**config.mk**
```make
export PLATFORM = sky130hd
export DESIGN_NAME = handshake_arbiter_rr_flat
export DESIGN_NICKNAME = d
export VERILOG_FILES = /design/src/rtl/handshake_arbiter_rr_if.sv /design/src/rtl/handshake_arbiter_rr.sv /design/src/flat_wrapper.sv
export SDC_FILE = /design/constraint.sdc
export NUM_CORES = 1
export LEC_CHECK = 0
export BUFFER_PORTS_ARGS = -buffer_cell sky130_fd_sc_hd__buf_2
export CORE_AREA = 2 2 73 75
export CTS_CLUSTER_DIAMETER = 120
export DETAILED_ROUTE_END_ITERATION = 6
export DIE_AREA = 0 0 75 77
export GPL_ROUTABILITY_DRIVEN = 0
export PLACE_DENSITY = 0.83
export SKIP_CTS_REPAIR_TIMING = 1
export SYNTH_ARGS = -nofsm -noshare
export SYNTH_HDL_FRONTEND = slang
export SYNTH_SLANG_ARGS = --single-unit
export TNS_END_PERCENT = 5
```
**constraint.sdc**
```tcl
create_clock -name clk -period 2.6 [get_ports clk]
set_input_delay 0.26 -clock clk [delete_from_list [all_inputs] [get_ports clk]]
set_output_delay 0.26 -clock clk [all_outputs]
set_load 0.03 [all_outputs]
```
**src/rtl/handshake_arbiter_rr_if.sv**
```systemverilog
// handshake_arbiter_rr_if: request bundle plus single output channel.
// master drives requests and downstream ready; slave is the arbiter.
interface handshake_arbiter_rr_if #(
   parameter int NUM_INPUTS  = 4,
   parameter int DATA_WIDTH  = 32,
   parameter int INDEX_WIDTH = 2
);
   logic [NUM_INPUTS*DATA_WIDTH-1:0] ins;
   logic [NUM_INPUTS-1:0]            ins_valid;
   logic [NUM_INPUTS-1:0]            ins_ready;
   logic [DATA_WIDTH-1:0]            outs;
   logic [INDEX_WIDTH-1:0]           index;
   logic                             outs_valid;
   logic                             outs_ready;

   modport master (
      output ins, ins_valid, outs_ready,
      input  ins_ready, outs, index, outs_valid
   );

   modport slave (
      input  ins, ins_valid, outs_ready,
      output ins_ready, outs, index, outs_valid
   );
endinterface

```
**src/rtl/handshake_arbiter_rr.sv**
```systemverilog
// handshake_arbiter_rr: registered N-to-1 arbitrated merge, one output slot.
// Define HANDSHAKE_ARB_RR_EN for round-robin; otherwise fixed priority.
module handshake_arbiter_rr #(
   parameter int NUM_INPUTS  = 4,
   parameter int DATA_WIDTH  = 32,
   parameter int INDEX_WIDTH = 2
) (
   input logic                   clk,
   input logic                   rst,
   handshake_arbiter_rr_if.slave bus
);
   logic [DATA_WIDTH-1:0]  outs_q, outs_d;
   logic [INDEX_WIDTH-1:0] index_q, index_d;
   logic                   valid_q, valid_d;
   logic [NUM_INPUTS-1:0]  grant;
   logic [INDEX_WIDTH-1:0] win;
   logic [INDEX_WIDTH-1:0] start;
   logic                   any_req;
   logic                   can_load;
   logic                   xfer;

`ifdef HANDSHAKE_ARB_RR_EN
   logic [INDEX_WIDTH-1:0] ptr_q, ptr_d;

   assign start = ptr_q;

   // Wrap at NUM_INPUTS, not at 2**INDEX_WIDTH.
   always_comb begin
      ptr_d = ptr_q;
      if (xfer) begin
         if (int'(win) == NUM_INPUTS - 1)
            ptr_d = '0;
         else
            ptr_d = win + 1'b1;
      end
   end

   always_ff @(posedge clk) begin
      if (rst)
         ptr_q <= '0;
      else
         ptr_q <= ptr_d;
   end
`else
   assign start = '0;
`endif

   always_comb begin
      int c;
      c       = 0;
      grant   = '0;
      win     = '0;
      any_req = 1'b0;
      for (int k = 0; k < NUM_INPUTS; k++) begin
         c = int'(start) + k;
         if (c >= NUM_INPUTS)
            c = c - NUM_INPUTS;
         if (!any_req && bus.ins_valid[c]) begin
            any_req  = 1'b1;
            grant[c] = 1'b1;
            win      = INDEX_WIDTH'(c);
         end
      end
   end

   assign can_load = !valid_q || bus.outs_ready;
   assign xfer     = any_req && can_load && !rst;

   assign bus.ins_ready = rst ? '0
                        : (grant & {NUM_INPUTS{can_load}});

   always_comb begin
      outs_d  = outs_q;
      index_d = index_q;
      valid_d = valid_q;
      if (xfer) begin
         outs_d  = bus.ins[int'(win)*DATA_WIDTH +: DATA_WIDTH];
         index_d = win;
         valid_d = 1'b1;
      end else if (bus.outs_ready) begin
         valid_d = 1'b0;
      end
   end

   always_ff @(posedge clk) begin
      if (rst) begin
         outs_q  <= '0;
         index_q <= '0;
         valid_q <= 1'b0;
      end else begin
         outs_q  <= outs_d;
         index_q <= index_d;
         valid_q <= valid_d;
      end
   end

   assign bus.outs       = outs_q;
   assign bus.index      = index_q;
   assign bus.outs_valid = valid_q;
endmodule
```
**src/flat_wrapper.sv**
```systemverilog
// flat-port wrapper written by rule: the top's interface ports become plain ports
module handshake_arbiter_rr_flat 
#(
   parameter int NUM_INPUTS  = 4,
   parameter int DATA_WIDTH  = 32,
   parameter int INDEX_WIDTH = 2
)
  (clk, rst, bus_ins, bus_ins_valid, bus_outs_ready, bus_ins_ready, bus_outs, bus_index, bus_outs_valid);
  handshake_arbiter_rr_if #(.NUM_INPUTS(NUM_INPUTS), .DATA_WIDTH(DATA_WIDTH), .INDEX_WIDTH(INDEX_WIDTH)) bus_i ();
  input logic clk;
  input logic rst;
  input wire logic [$bits(bus_i.ins)-1:0] bus_ins;
  input wire logic [$bits(bus_i.ins_valid)-1:0] bus_ins_valid;
  input wire logic [$bits(bus_i.outs_ready)-1:0] bus_outs_ready;
  output wire logic [$bits(bus_i.ins_ready)-1:0] bus_ins_ready;
  output wire logic [$bits(bus_i.outs)-1:0] bus_outs;
  output wire logic [$bits(bus_i.index)-1:0] bus_index;
  output wire logic [$bits(bus_i.outs_valid)-1:0] bus_outs_valid;
  assign bus_i.ins = bus_ins;
  assign bus_i.ins_valid = bus_ins_valid;
  assign bus_i.outs_ready = bus_outs_ready;
  assign bus_ins_ready = bus_i.ins_ready;
  assign bus_outs = bus_i.outs;
  assign bus_index = bus_i.index;
  assign bus_outs_valid = bus_i.outs_valid;
  handshake_arbiter_rr #(.NUM_INPUTS(NUM_INPUTS), .DATA_WIDTH(DATA_WIDTH), .INDEX_WIDTH(INDEX_WIDTH)) u_core (.clk(clk), .rst(rst), .bus(bus_i));
endmodule
```
# Word-level counts from Yosys, hierarchy flattened
# Cells that the tools add are included.
[word_totals]
output_inout_bits = 39
in_bits = 135
register_bits = 35
wordCells = 31
[classes]
n_reduce_logical = 12
n_mux = 14
n_bitwise = 1
shifts = 1
[op_table]
columns = ["cell", "count"]
rows = [
  ["$shiftx 128x8->32", 1],
  ["$mux 1", 8],
  ["$mux 4", 2],
  ["$mux 2", 3],
  ["$logic_and 1x1->1", 5],
  ["$logic_not 1->1", 5],
  ["$and 4x4->4", 1],
  ["$mux 3", 1],
  ["$reduce_bool 2->1", 1],
  ["$logic_or 1x1->1", 1],
]

# Depth between registers and ports, before layout
# Gate-level depths: netlist of the first run.
[depth]
ltp_word = 13
depth_mapped = 7
ltp_nobuf = 4

# Worst setup path after synthesis of the first run
# No wires, ideal clock.
[synth_path]
path_kind = "register -> register"
startpoint = "register u_core.valid_q, in the netlist u_core.bus.outs_valid"
endpoint = "register u_core.outs_q[0], in the netlist u_core.bus.outs[0]"
setup_ps = 126
slack_ps = 1076
path_buffers = 1
t_required_ps = 2474
path_stages_with_launch = 5
arrival_time_ps = 1398
path_cell_list = "dfxtp_1 -> nor2b_1 -> nor3_2 -> buf_2 -> a21oi_1"
[synth_between]
elab_chain_cells = 4
[synth_lines]
columns = ["item", "line", "source"]
rows = [
  ["start, declared", "handshake_arbiter_rr.sv:14", "logic valid_q, valid_d;"],
  ["start signal, assigned", "handshake_arbiter_rr.sv:93", "valid_q <= valid_d;"],
  ["$logic_not 1->1", "handshake_arbiter_rr.sv:66", "assign can_load = !valid_q || bus.outs_ready;"],
  ["$logic_or 1x1->1", "handshake_arbiter_rr.sv:66", ""],
  ["$logic_and 1x1->1 (2 in series)", "handshake_arbiter_rr.sv:67", "assign xfer = any_req && can_load && !rst;"],
  ["end signal, assigned", "handshake_arbiter_rr.sv:91", "outs_q <= outs_d;"],
  ["end, declared", "handshake_arbiter_rr.sv:12", "logic [DATA_WIDTH-1:0] outs_q, outs_d;"],
]
# No other way between the ends.
# A chain may end at the register's enable or synchronous reset.

# Worst setup path in the final report of the first run
[layout_path]
startpoint = "register u_core.valid_q, in the netlist u_core.bus.outs_valid"
endpoint = "output bus_ins_ready[2]"
[layout_between]
elab_chain_cells = 4
[layout_lines]
columns = ["item", "line", "source"]
rows = [
  ["$logic_not 1->1", "handshake_arbiter_rr.sv:66", ""],
  ["$logic_or 1x1->1", "handshake_arbiter_rr.sv:66", ""],
  ["$and 4x4->4", "handshake_arbiter_rr.sv:70", ": (grant & {NUM_INPUTS{can_load}});"],
  ["$mux 4", "handshake_arbiter_rr.sv:69", "assign bus.ins_ready = rst ? '0"],
  ["end, declared", "flat_wrapper.sv:15", "output wire logic [$bits(bus_i.ins_ready)-1:0] bus_ins_ready;"],
]
# No other way between the ends.

==> summary by stage, run 1 <==
Run status
The flow ran to the end, but the final reports show violations. The checks that failed: design-rule violations.

Clock network
The cell sitting at the root of the clock tree is a sky130_fd_sc_hd__clkbuf_8. The total clock sinks is 35. Counting the buffers created by CTS gives 5. Clock-pin slew was measured on the worst setup and hold paths at roughly 0.070 ns. The CTS tree is built. The clock latency on the worst-skew pair is 0.28 ns. The number of H-tree levels is 2. No sink is reached through more buffers than the 2 on the longest clock path.

Routing
The number of vias after detailed routing is 2515. The via density per instance is 5.65. After detailed routing, the total wire length is 7120 um.

The number of DRC markers after the initial detailed-route iteration is 291. Before antenna repair, the detailed router went through 7 iterations. After detailed routing, the average wire length per cell comes to 16.0 um. The detail route stage leaves a number of antenna-violating nets equal to 0. For this run, design rule violations remaining after detail routing come to 2.

Synth
The xor/xnor share of the synthesized area is 0. The sequential element share of the synthesized area is 0.364. The count of unique library cells instantiated by Yosys is 20.

The cell area that synthesis handed to floorplanning was ~1900 um2. The area fraction in compound gates after synthesis is 0.489. The area share of and/or/nand/nor cells after synthesis is 0.0597. Of the post-synthesis cell area, the part taken by muxes is 0. The total of flip-flops plus latches after synthesis is 35. The synthesis warning total is 0.

In the synthesized netlist, the number of instances is ~210. The post-synthesis net count is 349. Dividing the synthesized area by the synthesized cell count gives 9.00 um2. Of the total synthesized cell area, the portion taken by full adders, half adders and majority gates is 0. By area, the combinational part of the netlist is dominated by compound AO/OA/AOI/OAI gates.

Floorplanning
The starting density of the core is 0.387. The die width is 75 um. about 170 I/O pins were placed. The die area is 5780 um2. The total area inside the core boundary comes to 4980 um2. After floorplanning, the core was divided into 26 placement rows. The chip height is a little under 80 um.

Layout
The fraction of layout cells with a size suffix above 1 is 0.517. 0 antenna diodes ended up in the layout. After the last flow step, the layout net total stands at 509. The layout overhead on the synthesized area is 49.9%.

STA
Measured against its own limit, the worst slew margin works out to 0.592. The max-slew violation count is 0. The final setup skew is 0.00646 ns. Subtracting the final worst setup slack from the clock period gives 1.75 ns. Setup repair after global routing left no endpoint under its margin. In the finished design, the share of the clock period the worst path needs comes to 0.672.

At the pin with the least slew margin, the transition time is 0.611 ns. Static timing analysis puts the maximum clock frequency at 0.573 GHz. The final count of hold timing violations was 0. Adding up every negative setup slack in the final design gives 0 ns. Setup violations remaining at the end of the flow were counted as 0.

GRT
The initial antenna violation count is 0. The pin count of the biggest net entering global routing is 39. The first global-routing pass estimated between 10000 and 15000 um of wire. The total grt overflow is 0. The number of global-route vias before repair is approximately 2.4k. The total global-route track usage is 0.246.

Placed design
After legalization and detailed placement, the total HPWL measured 5340 um. The quantity of I/O buffers inserted on ports is 173.

Worst setup path
The critical path start-end classification is reg2out. The startpoint kind of the worst setup timing path is a flop. The kind of end point of the critical path is an output port.

In this run the worst path has a maximum fanout of 5. The depth of the worst register-to-register path is 4. Data on the critical path arrives at its endpoint at between 1 and 1.5 ns. For the worst setup path, the data required time is 2.34 ns.

Power
VDD sags by at most about 0.00037 V. Overall power consumption after layout is estimated at between 1500 and 2000 uW. In this run the power density over the cells is 560 nW/um2.

The analysis attributes to cell leakage a power of between 0.001 and 0.0015 uW.

Job
The tool flagged a number of max-cap violations equal to 0.

Min path
Along the worst hold path, the cell count comes to 2. The worst min-delay path class is in2reg.
[cell type report]
class | instances | area (um2)
timing repair buffer | 181 | 926
fill | 470 | 2090
clock buffer | 8 | 100
multi-input combinational | 150 | 1070
inverter | 1 | 3.75
tap | 70 | 87.6
sequential | 35 | 701
[stage by stage]
stage	instance area, um2	cells	utilization	setup slack (ns)	hold slack, ns
final	2890	445	0.580	0.854	0.246
after global routing	2890	445	0.580	0.741	0.234
after CTS	2890	445	0.580	0.856	0.225
after detailed placement	2790	437	0.560	0.727	0.446
after global placement	2790	437	0.560	0.776	0.438
after floorplan	1930	214	-	1.08	0.329
[synthesized netlist by cell type (all sizes together)]
library cell  number  area [um2]
a21oi             66         330
dfxtp             35         701
a222oi            32         320
a22o              32         280
buf               16         120
clkbuf            12        45.0
and3               4        25.0
nor2               4        15.0
nor2b              3        18.8
nor3               2        15.0
or3                2        12.5
clkinv             1        3.75
nand2              1        3.75
nand2b             1        6.26
nor4               1        12.5
o221a              1        11.3
or2                1        6.26
[report_power, final]
group | internal, uW | switching, uW | total, uW
Clock | 242 | 187 | 429
Combinational | 223 | 333 | 556
Sequential | 604 | 30.5 | 634
[state kept, by name (all words and copies together) (netlist names)]
name                   flops
u_core.bus.outs           32
u_core.bus.index           2
u_core.bus.outs_valid      1
[cell usage in the layout (no fill, tap or decap), types with 2 or more instances in the layout]
| cell | instances |
|---|---|
| sky130_fd_sc_hd__a222oi_1 | 32 |
| sky130_fd_sc_hd__or3_1 | 2 |
| sky130_fd_sc_hd__clkbuf_8 | 7 |
| sky130_fd_sc_hd__a22o_1 | 32 |
| sky130_fd_sc_hd__nor2_1 | 3 |
| sky130_fd_sc_hd__buf_4 | 8 |
| sky130_fd_sc_hd__a21oi_1 | 66 |
| sky130_fd_sc_hd__dfxtp_1 | 35 |
| sky130_fd_sc_hd__and3_1 | 4 |
| sky130_fd_sc_hd__nor2b_2 | 2 |
| sky130_fd_sc_hd__buf_2 | 173 |
[cell families after synthesis]
| family | count (synthesis) |
|---|---|
| AO/OA/AOI/OAI | 131 |
| buffers and inverters | 29 |
| flip-flops | 35 |
| AND/OR/NAND/NOR | 19 |
[critical path, cell delays in order (launching register included)]
cell                      delay (ns)
sky130_fd_sc_hd__dfxtp_1        0.36
sky130_fd_sc_hd__nor2b_1        0.40
sky130_fd_sc_hd__nor2_1         0.09
sky130_fd_sc_hd__and3_1         0.19
sky130_fd_sc_hd__buf_2          0.18
[path summary, 6_finish.rpt]
check,startpoint,end,slack (ns)
min,rst,u_core.bus.index[0],0.25
max,u_core.bus.outs_valid,bus_ins_ready[2],0.85
max reg2reg,u_core.bus.outs_valid,u_core.bus.index[0],1.13
min reg2reg,u_core.bus.index[0],u_core.bus.index[0],0.47
[layer usage]
metal | wire length, um | GRT usage | vias up
li1 | - | - | 1212
met1 | 2660 | 0.303 | 1124
met2 | 3580 | 0.404 | 166
met3 | 756 | 0.0736 | 13
met4 | 120 | 0.0732 | 0
met5 | 0 | 0 | -
Power figures use the tool's default switching activity.
==> inputs of run 2 (changes only) <==
--- a/config.mk
+++ b/config.mk
@@ -6,12 +6,12 @@
 export NUM_CORES = 1
 export LEC_CHECK = 0
 export BUFFER_PORTS_ARGS = -buffer_cell sky130_fd_sc_hd__buf_2
-export CORE_AREA = 2 2 73 75
+export CORE_AREA = 2 2 79 81
 export CTS_CLUSTER_DIAMETER = 120
 export DETAILED_ROUTE_END_ITERATION = 6
-export DIE_AREA = 0 0 75 77
+export DIE_AREA = 0 0 81 83
 export GPL_ROUTABILITY_DRIVEN = 0
-export PLACE_DENSITY = 0.83
+export PLACE_DENSITY = 0.75
 export SKIP_CTS_REPAIR_TIMING = 1
 export SYNTH_ARGS = -nofsm -noshare
 export SYNTH_HDL_FRONTEND = slang
==> constraint.sdc (replaced) <==
create_clock -name clk -period 1.6 [get_ports clk]
set_input_delay 0.16 -clock clk [delete_from_list [all_inputs] [get_ports clk]]
set_output_delay 0.16 -clock clk [all_outputs]
set_load 0.03 [all_outputs]
==> summary by stage, run 2 (synthesis results as in run 1) <==
Run status
The flow ran to the end, and the final reports show no timing, DRC or antenna violations.

STA
The max-slew violation count is 0 (unchanged). The period utilization is 0.904. The worst hold slack after final layout is 0.137 ns (-0.109 ns).

Timing would allow up to 0.692 GHz. The post-layout worst setup margin is 0.154 ns (-0.700 ns). The setup-violating endpoint count in the final report is 0 (unchanged). The final setup skew is 0.00171 ns (-0.00475 ns). The shortest period the worst path allows is 1.45 ns. The normalized max-slew margin was 0.756 (+0.164). Setup repair after global routing left no endpoint under its margin. The final count of hold timing violations is 0 (unchanged). The pin slew with the least headroom to its limit is 0.363 ns (-0.248 ns).

Layout
Compared with the post-synthesis result, the final layout area differs by 54.0%. The sequential standard cell area is 701 um2 (unchanged). The leading cell type in the layout, fill and taps excluded is sky130_fd_sc_hd__buf_2. The fraction of layout cells with a size suffix above 1 is 0.530 (+0.0129).

The footprint of the multi-input gates is 1080 um2 (+0.70%). The flip-flop count of the largest register, all copies and words added is 32 (unchanged). The number of inserted diodes came to 0 (unchanged). The layout net count is 516 (+1.4%).

The top cell types in the final layout, fill and taps aside, are sky130_fd_sc_hd__buf_2, sky130_fd_sc_hd__a21oi_1, sky130_fd_sc_hd__dfxtp_1, sky130_fd_sc_hd__a22o_1, sky130_fd_sc_hd__a222oi_1. The fill cell instance count of the final layout is 587 (+25%).

Floorplanning
The starting density of the core came to 0.331 (-0.0558). The number of top-level pins is 174 (unchanged). The die area came to 6720 um2 (+16%). The number of core rows is 28 (+7.7%).

The chip height is 83 um (+7.8%). The die width is 81 um (+8.0%). The core area came to 5820 um2 (+17%).

Routing
The final routed wirelength across all metal layers is 6880 um (-3.3%). The number of nets with antenna violations after detailed routing is 0 (unchanged). The number of vias after detailed routing is 2482 (-1.3%). The number of DRC markers after the initial detailed-route iteration was 182 (-37%).

The via density per instance is 5.44 (-3.7%). The per-cell routed wire length was 15.1 um (-5.7%). The first-pass iteration count of the detailed router is 7 (unchanged). The residual DRC count is 0 (-2).

Power
The switching power is 880 uW (+60%). The total leakage power is 0.00147 uW (+3.0%). The power density over the cells is 870 nW/um2 (+55%). The part of the total power dissipated in combinational logic is 0.357 (+0.014).

The part of the total power dissipated in the clock network was 0.243 (-0.022). The sequential group share of total power came to 0.401 (+0.009). The internal power summed over all cells is 1700 uW (+59%). The worst vdd rail ir drop came to 0.000566 V (+54%). The fraction of power spent switching nets is 0.341 (+0.000805).

GRT
The total grt overflow was 0 (unchanged). The global-route wire length before repair is 11000 um (-1.1%). The pin count of the biggest net entering global routing is 35 (-10%). The number of global-route vias before repair is 2517 (+6.1%). The total global-route track usage is 0.201 (-0.0445). The initial antenna violation count is 0 (unchanged).

Worst setup path
The data arrival time of the worst path is 1.29 ns (-0.20 ns). The critical path in this run is classified as reg2out. The signal on the critical path passes through nor2b_4, nor2_1, and3_1, buf_2. The largest individual stage delay along the critical path comes from the cell sky130_fd_sc_hd__dfxtp_1. The maximum net fanout on the critical path is 5 (unchanged). The data required time of the critical path came to 1.44 ns (-0.90 ns). STA classifies the critical path endpoint as an output port. The critical path's largest stage delay is 0.36 ns (-0.04 ns). The startpoint kind of the worst setup timing path is a flop.

Job
The count of maximum capacitance violations came to 0 (unchanged).

Clock network
The clock-pin slew on the worst setup and hold paths is 0.07 ns (about the same). The total clock sinks came to 35 (unchanged). The CTS tree is built. The maximum buffer depth of the clock tree is 2 (unchanged). The number of H-tree levels came to 2 (unchanged). The tree is rooted in a sky130_fd_sc_hd__clkbuf_8. The total clock buffers created by CTS was 5 (unchanged). The clock latency on the worst-skew pair is 0.27 ns (about the same).

Placed design
The post-detailed-placement half-perimeter wirelength is 5340 um (about the same). The quantity of I/O buffers inserted on ports is 173 (unchanged). The worst slack after detailed placement was 0.117 ns (-0.610 ns).

Min path
The path class of the tightest hold or removal check is in2reg.
run 2: cell types whose count changed in the layout (fill, tap and decap cells not counted):
cell,change
sky130_fd_sc_hd__buf_12,+2
sky130_fd_sc_hd__buf_4,+5
sky130_fd_sc_hd__clkbuf_1,-1
sky130_fd_sc_hd__clkbuf_8,-1
sky130_fd_sc_hd__clkinv_2,+1
sky130_fd_sc_hd__nor2b_1,-1
sky130_fd_sc_hd__nor2b_4,+1
run 2: worst max-delay path: cells and delay by family, from the launching register on:
kind,cells,cell delay (ns)
simple gates,3,0.48
flops,1,0.36
buf+inv,1,0.17
run 2: power groups by stage:
stage | Clock [uW] | Combinational, uW | Sequential, uW
after floorplan | 0 | 347 | 1270
after detailed placement | 0 | 917 | 1050
after CTS | 648 | 918 | 1030
after global routing | 687 | 996 | 1050
final | 627 | 920 | 1030
after global placement | 0 | 903 | 1050
run 2: per-layer routing:
metal	track usage	wire length, um	vias to the layer above
met5	0	0	-
met2	0.346	3370	121
met1	0.234	2870	1131
li1	-	-	1219
met4	0.0786	124	0
met3	0.0500	518	11
run 2: worst paths after layout:
check	start	endpoint	slack (ns)	depth (start not counted)
hold / removal	rst	u_core.bus.index[0]	0.14	2
setup reg to reg	u_core.bus.outs_valid	u_core.bus.index[0]	0.21	4
setup / recovery	u_core.bus.outs_valid	bus_ins_ready[2]	0.15	4
hold reg to reg	u_core.bus.index[0]	u_core.bus.index[0]	0.46	2
run 2: area by class of cell:
type | count | area share
Multi-Input combinational cell | 150 | 0.363
Timing Repair Buffer | 188 | 0.338
Sequential cell | 35 | 0.236
Tap cell | 75 | 0.0316
Clock buffer | 6 | 0.0278
Clock inverter | 1 | 0.00169
Inverter | 1 | 0.00126
run 2: metrics by stage:
stage	TNS [ns]	utilization	total power (uW)	instances	instance area, um2
after detailed placement	0	0.494	1970	449	2870
after floorplan	0	-	1610	214	1930
after global placement	0	0.494	1950	449	2870
final	0	0.510	2580	456	2970
after global routing	0	0.510	2730	456	2970
after CTS	-0.0619	0.509	2600	456	2960
==> inputs of run 3 (changes only) <==
--- a/config.mk
+++ b/config.mk
@@ -6,12 +6,13 @@
 export NUM_CORES = 1
 export LEC_CHECK = 0
 export BUFFER_PORTS_ARGS = -buffer_cell sky130_fd_sc_hd__buf_2
-export CORE_AREA = 2 2 79 81
+export CORE_AREA = 4 4 80 82
+export CTS_BUF_LIST = sky130_fd_sc_hd__clkbuf_2
 export CTS_CLUSTER_DIAMETER = 120
 export DETAILED_ROUTE_END_ITERATION = 6
-export DIE_AREA = 0 0 81 83
+export DIE_AREA = 0 0 84 86
 export GPL_ROUTABILITY_DRIVEN = 0
-export PLACE_DENSITY = 0.75
+export PLACE_DENSITY_LB_ADDON = 0.05
 export SKIP_CTS_REPAIR_TIMING = 1
 export SYNTH_ARGS = -nofsm -noshare
 export SYNTH_HDL_FRONTEND = slang
==> summary by stage, run 3 (synthesis results as in run 1) <==
Run status
The flow ran to the end, and the final reports show no timing, DRC or antenna violations.

STA
The period utilization is 0.951 (+0.0473). The maximum achievable frequency is 0.657 GHz (-5.0%). The setup-violating endpoint count in the final report is 0 (unchanged).

The final count of hold timing violations is 0 (unchanged). The post-layout worst setup margin is 0.0783 ns (-0.0756 ns). The shortest period the worst path allows is 1.52 ns (+0.0756 ns). The final setup skew is 0.00212 ns (+0.000405 ns). The pin slew with the least headroom to its limit is 0.479 ns (+0.116 ns). The normalized max-slew margin is 0.678 (-0.0778). Setup repair after global routing left no endpoint under its margin. The max-slew violation count is 0 (unchanged). The worst hold slack after final layout is 0.0909 ns (-0.0462 ns).

Layout
The flip-flop count of the largest register, all copies and words added is 32 (unchanged). The library cells used most frequently in the layout, excluding fill and tap cells, are sky130_fd_sc_hd__buf_2, sky130_fd_sc_hd__a21oi_1, sky130_fd_sc_hd__dfxtp_1, sky130_fd_sc_hd__a22o_1, sky130_fd_sc_hd__a222oi_1. The number of inserted diodes is 0 (unchanged).

The library cell used most frequently in the layout, excluding fill and tap cells, is sky130_fd_sc_hd__buf_2. The fill cell instance count of the final layout came to 591 (+0.68%). The fraction of layout cells with a size suffix above 1 is 0.521 (-0.00891). The layout overhead on the synthesized area is 50.8%. The layout net count came to 511 (-0.97%).

Floorplanning
The die width is 84 um (+3.7%). The core area is 5750 um2 (-1.2%). The chip height was 86 um (+3.6%). The starting density of the core is 0.335 (+0.00404). The die area is 7220 um2 (+7.5%).

The number of top-level pins is 174 (unchanged). The number of core rows is 28 (unchanged).

Clock network
The total clock buffers created by CTS was 5 (unchanged). TritonCTS built the clock tree. The number of H-tree levels is 2 (unchanged). The clock latency on the worst-skew pair was 0.37 ns (+0.10 ns).

The maximum buffer depth of the clock tree is 2 (unchanged). The clock-pin slew on the worst setup and hold paths was 0.17 ns (+0.10 ns). The total clock sinks is 35 (unchanged). In this run the clock root is driven by a sky130_fd_sc_hd__clkbuf_2.

Worst setup path
The launch point of the worst path is rst. STA classifies the critical path endpoint as an output port. The maximum net fanout on the critical path is 6 (+1).

The timing endpoint of the critical path is bus_ins_ready[3]. The depth of the worst register-to-register path is 4 (unchanged). The end of the worst register-to-register path is u_core.bus.index[0]. The data arrival time of the worst path came to 1.36 ns (+0.07 ns). The data required time of the critical path was 1.44 ns (about the same). The slack of the worst reg-to-reg path is 0.19 ns (-0.02 ns). The worst flop-to-flop path startpoint is u_core.bus.outs_valid. The startpoint kind of the worst setup timing path is a primary input.

The worst setup path is of the in2out kind.

Placed design
The worst slack after detailed placement is 0.166 ns (+0.0489 ns). The quantity of I/O buffers inserted on ports was 173 (unchanged). The post-detailed-placement half-perimeter wirelength is 5220 um (-2.3%).

Min path
The worst min-delay path class is in2reg. The startpoint identified for the worst hold timing path is bus_ins[25].

Routing
The via density per instance was 5.50 (+1.1%). The per-cell routed wire length is 15.8 um (+4.6%). The residual DRC count is 0 (unchanged). The number of DRC markers after the initial detailed-route iteration is 240 (+32%).

The number of nets with antenna violations after detailed routing came to 0 (unchanged). The first-pass iteration count of the detailed router was 7 (unchanged). The final routed wirelength across all metal layers is 7120 um (+3.5%).

The number of vias after detailed routing came to 2481 (-0.040%).

Power
The worst vdd rail ir drop is 0.000393 V (-30%). The power density over the cells came to 803 nW/um2 (-7.7%). The total leakage power is 0.00143 uW (-2.7%).

GRT
The pin count of the biggest net entering global routing is 65 (+86%). The total grt overflow is 0 (unchanged). The number of global-route vias before repair was 2310 (-8.2%). The initial antenna violation count is 0 (unchanged). The global-route wire length before repair was 10900 um (-0.89%). The total global-route track usage is 0.182 (-0.0191).

Job
The count of maximum capacitance violations is 0 (unchanged).
-- run 3: cell count changes in the layout (fill, tap and decap cells not counted), moves of 2 or more --
cell	delta
sky130_fd_sc_hd__buf_12	+2
sky130_fd_sc_hd__buf_4	-8
sky130_fd_sc_hd__clkbuf_2	+5
sky130_fd_sc_hd__clkbuf_8	-6
-- run 3: worst min path at each step --
stage | end | slack [ns] | depth (start not counted)
global placement | u_core.bus.index[0] | 0.42 | 2
floorplan | u_core.bus.index[0] | 0.23 | 1
global route | u_core.bus.outs[24] | 0.06 | 3
finish | u_core.bus.outs[25] | 0.09 | 3
detailed placement | u_core.bus.outs_valid | 0.43 | 2
CTS | u_core.bus.outs_valid | -0.003 | 2
-- run 3: metal layers --
metal / vias up / part of all wire / global-route usage
met4: 0 / 0.012 / 0.0439
met3: 9 / 0.090 / 0.0576
met1: 1152 / 0.40 / 0.215
met5: - / 0 / 0
met2: 110 / 0.50 / 0.322
li1: 1210 / - / -
-- run 3: per-stage QoR --
stage               TNS [ns]  std cells  cell area (um2)  total power (uW)   util
finish                     0        451             2910              2330  0.506
CTS                   -0.309        450             2890              2360  0.502
global route               0        451             2910              2480  0.506
global placement           0        443             2850              1960  0.497
floorplan                  0        214             1930              1610      -
detailed placement         0        443             2850              1970  0.497
-- run 3: layout make-up --
| type | count | area, um2 | share of cell area |
|---|---|---|---|
| Multi-Input combinational cell | 150 | 1080 | 0.371 |
| Timing Repair Buffer | 183 | 993 | 0.342 |
| Sequential cell | 35 | 702 | 0.242 |
| Tap cell | 75 | 93.8 | 0.0323 |
| Clock buffer | 5 | 25.0 | 0.00861 |
| Clock inverter | 2 | 8.76 | 0.00301 |
| Inverter | 1 | 3.75 | 0.00129 |
-- run 3: critical path, cell delays in order --
cell	delay, ns
sky130_fd_sc_hd__dlygate4sd3_1	0.53
sky130_fd_sc_hd__buf_2	0.16
sky130_fd_sc_hd__nor2_1	0.15
sky130_fd_sc_hd__and3_1	0.16
sky130_fd_sc_hd__buf_2	0.19
-- run 3: power by group --
group / internal [uW] / switching (uW) / leakage [uW]
clock: 92.5 / 290 / 0.0000262
sequential: 981 / 48.8 / 0.000294
combinational: 381 / 539 / 0.00111
total: 1450 / 878 / 0.00143
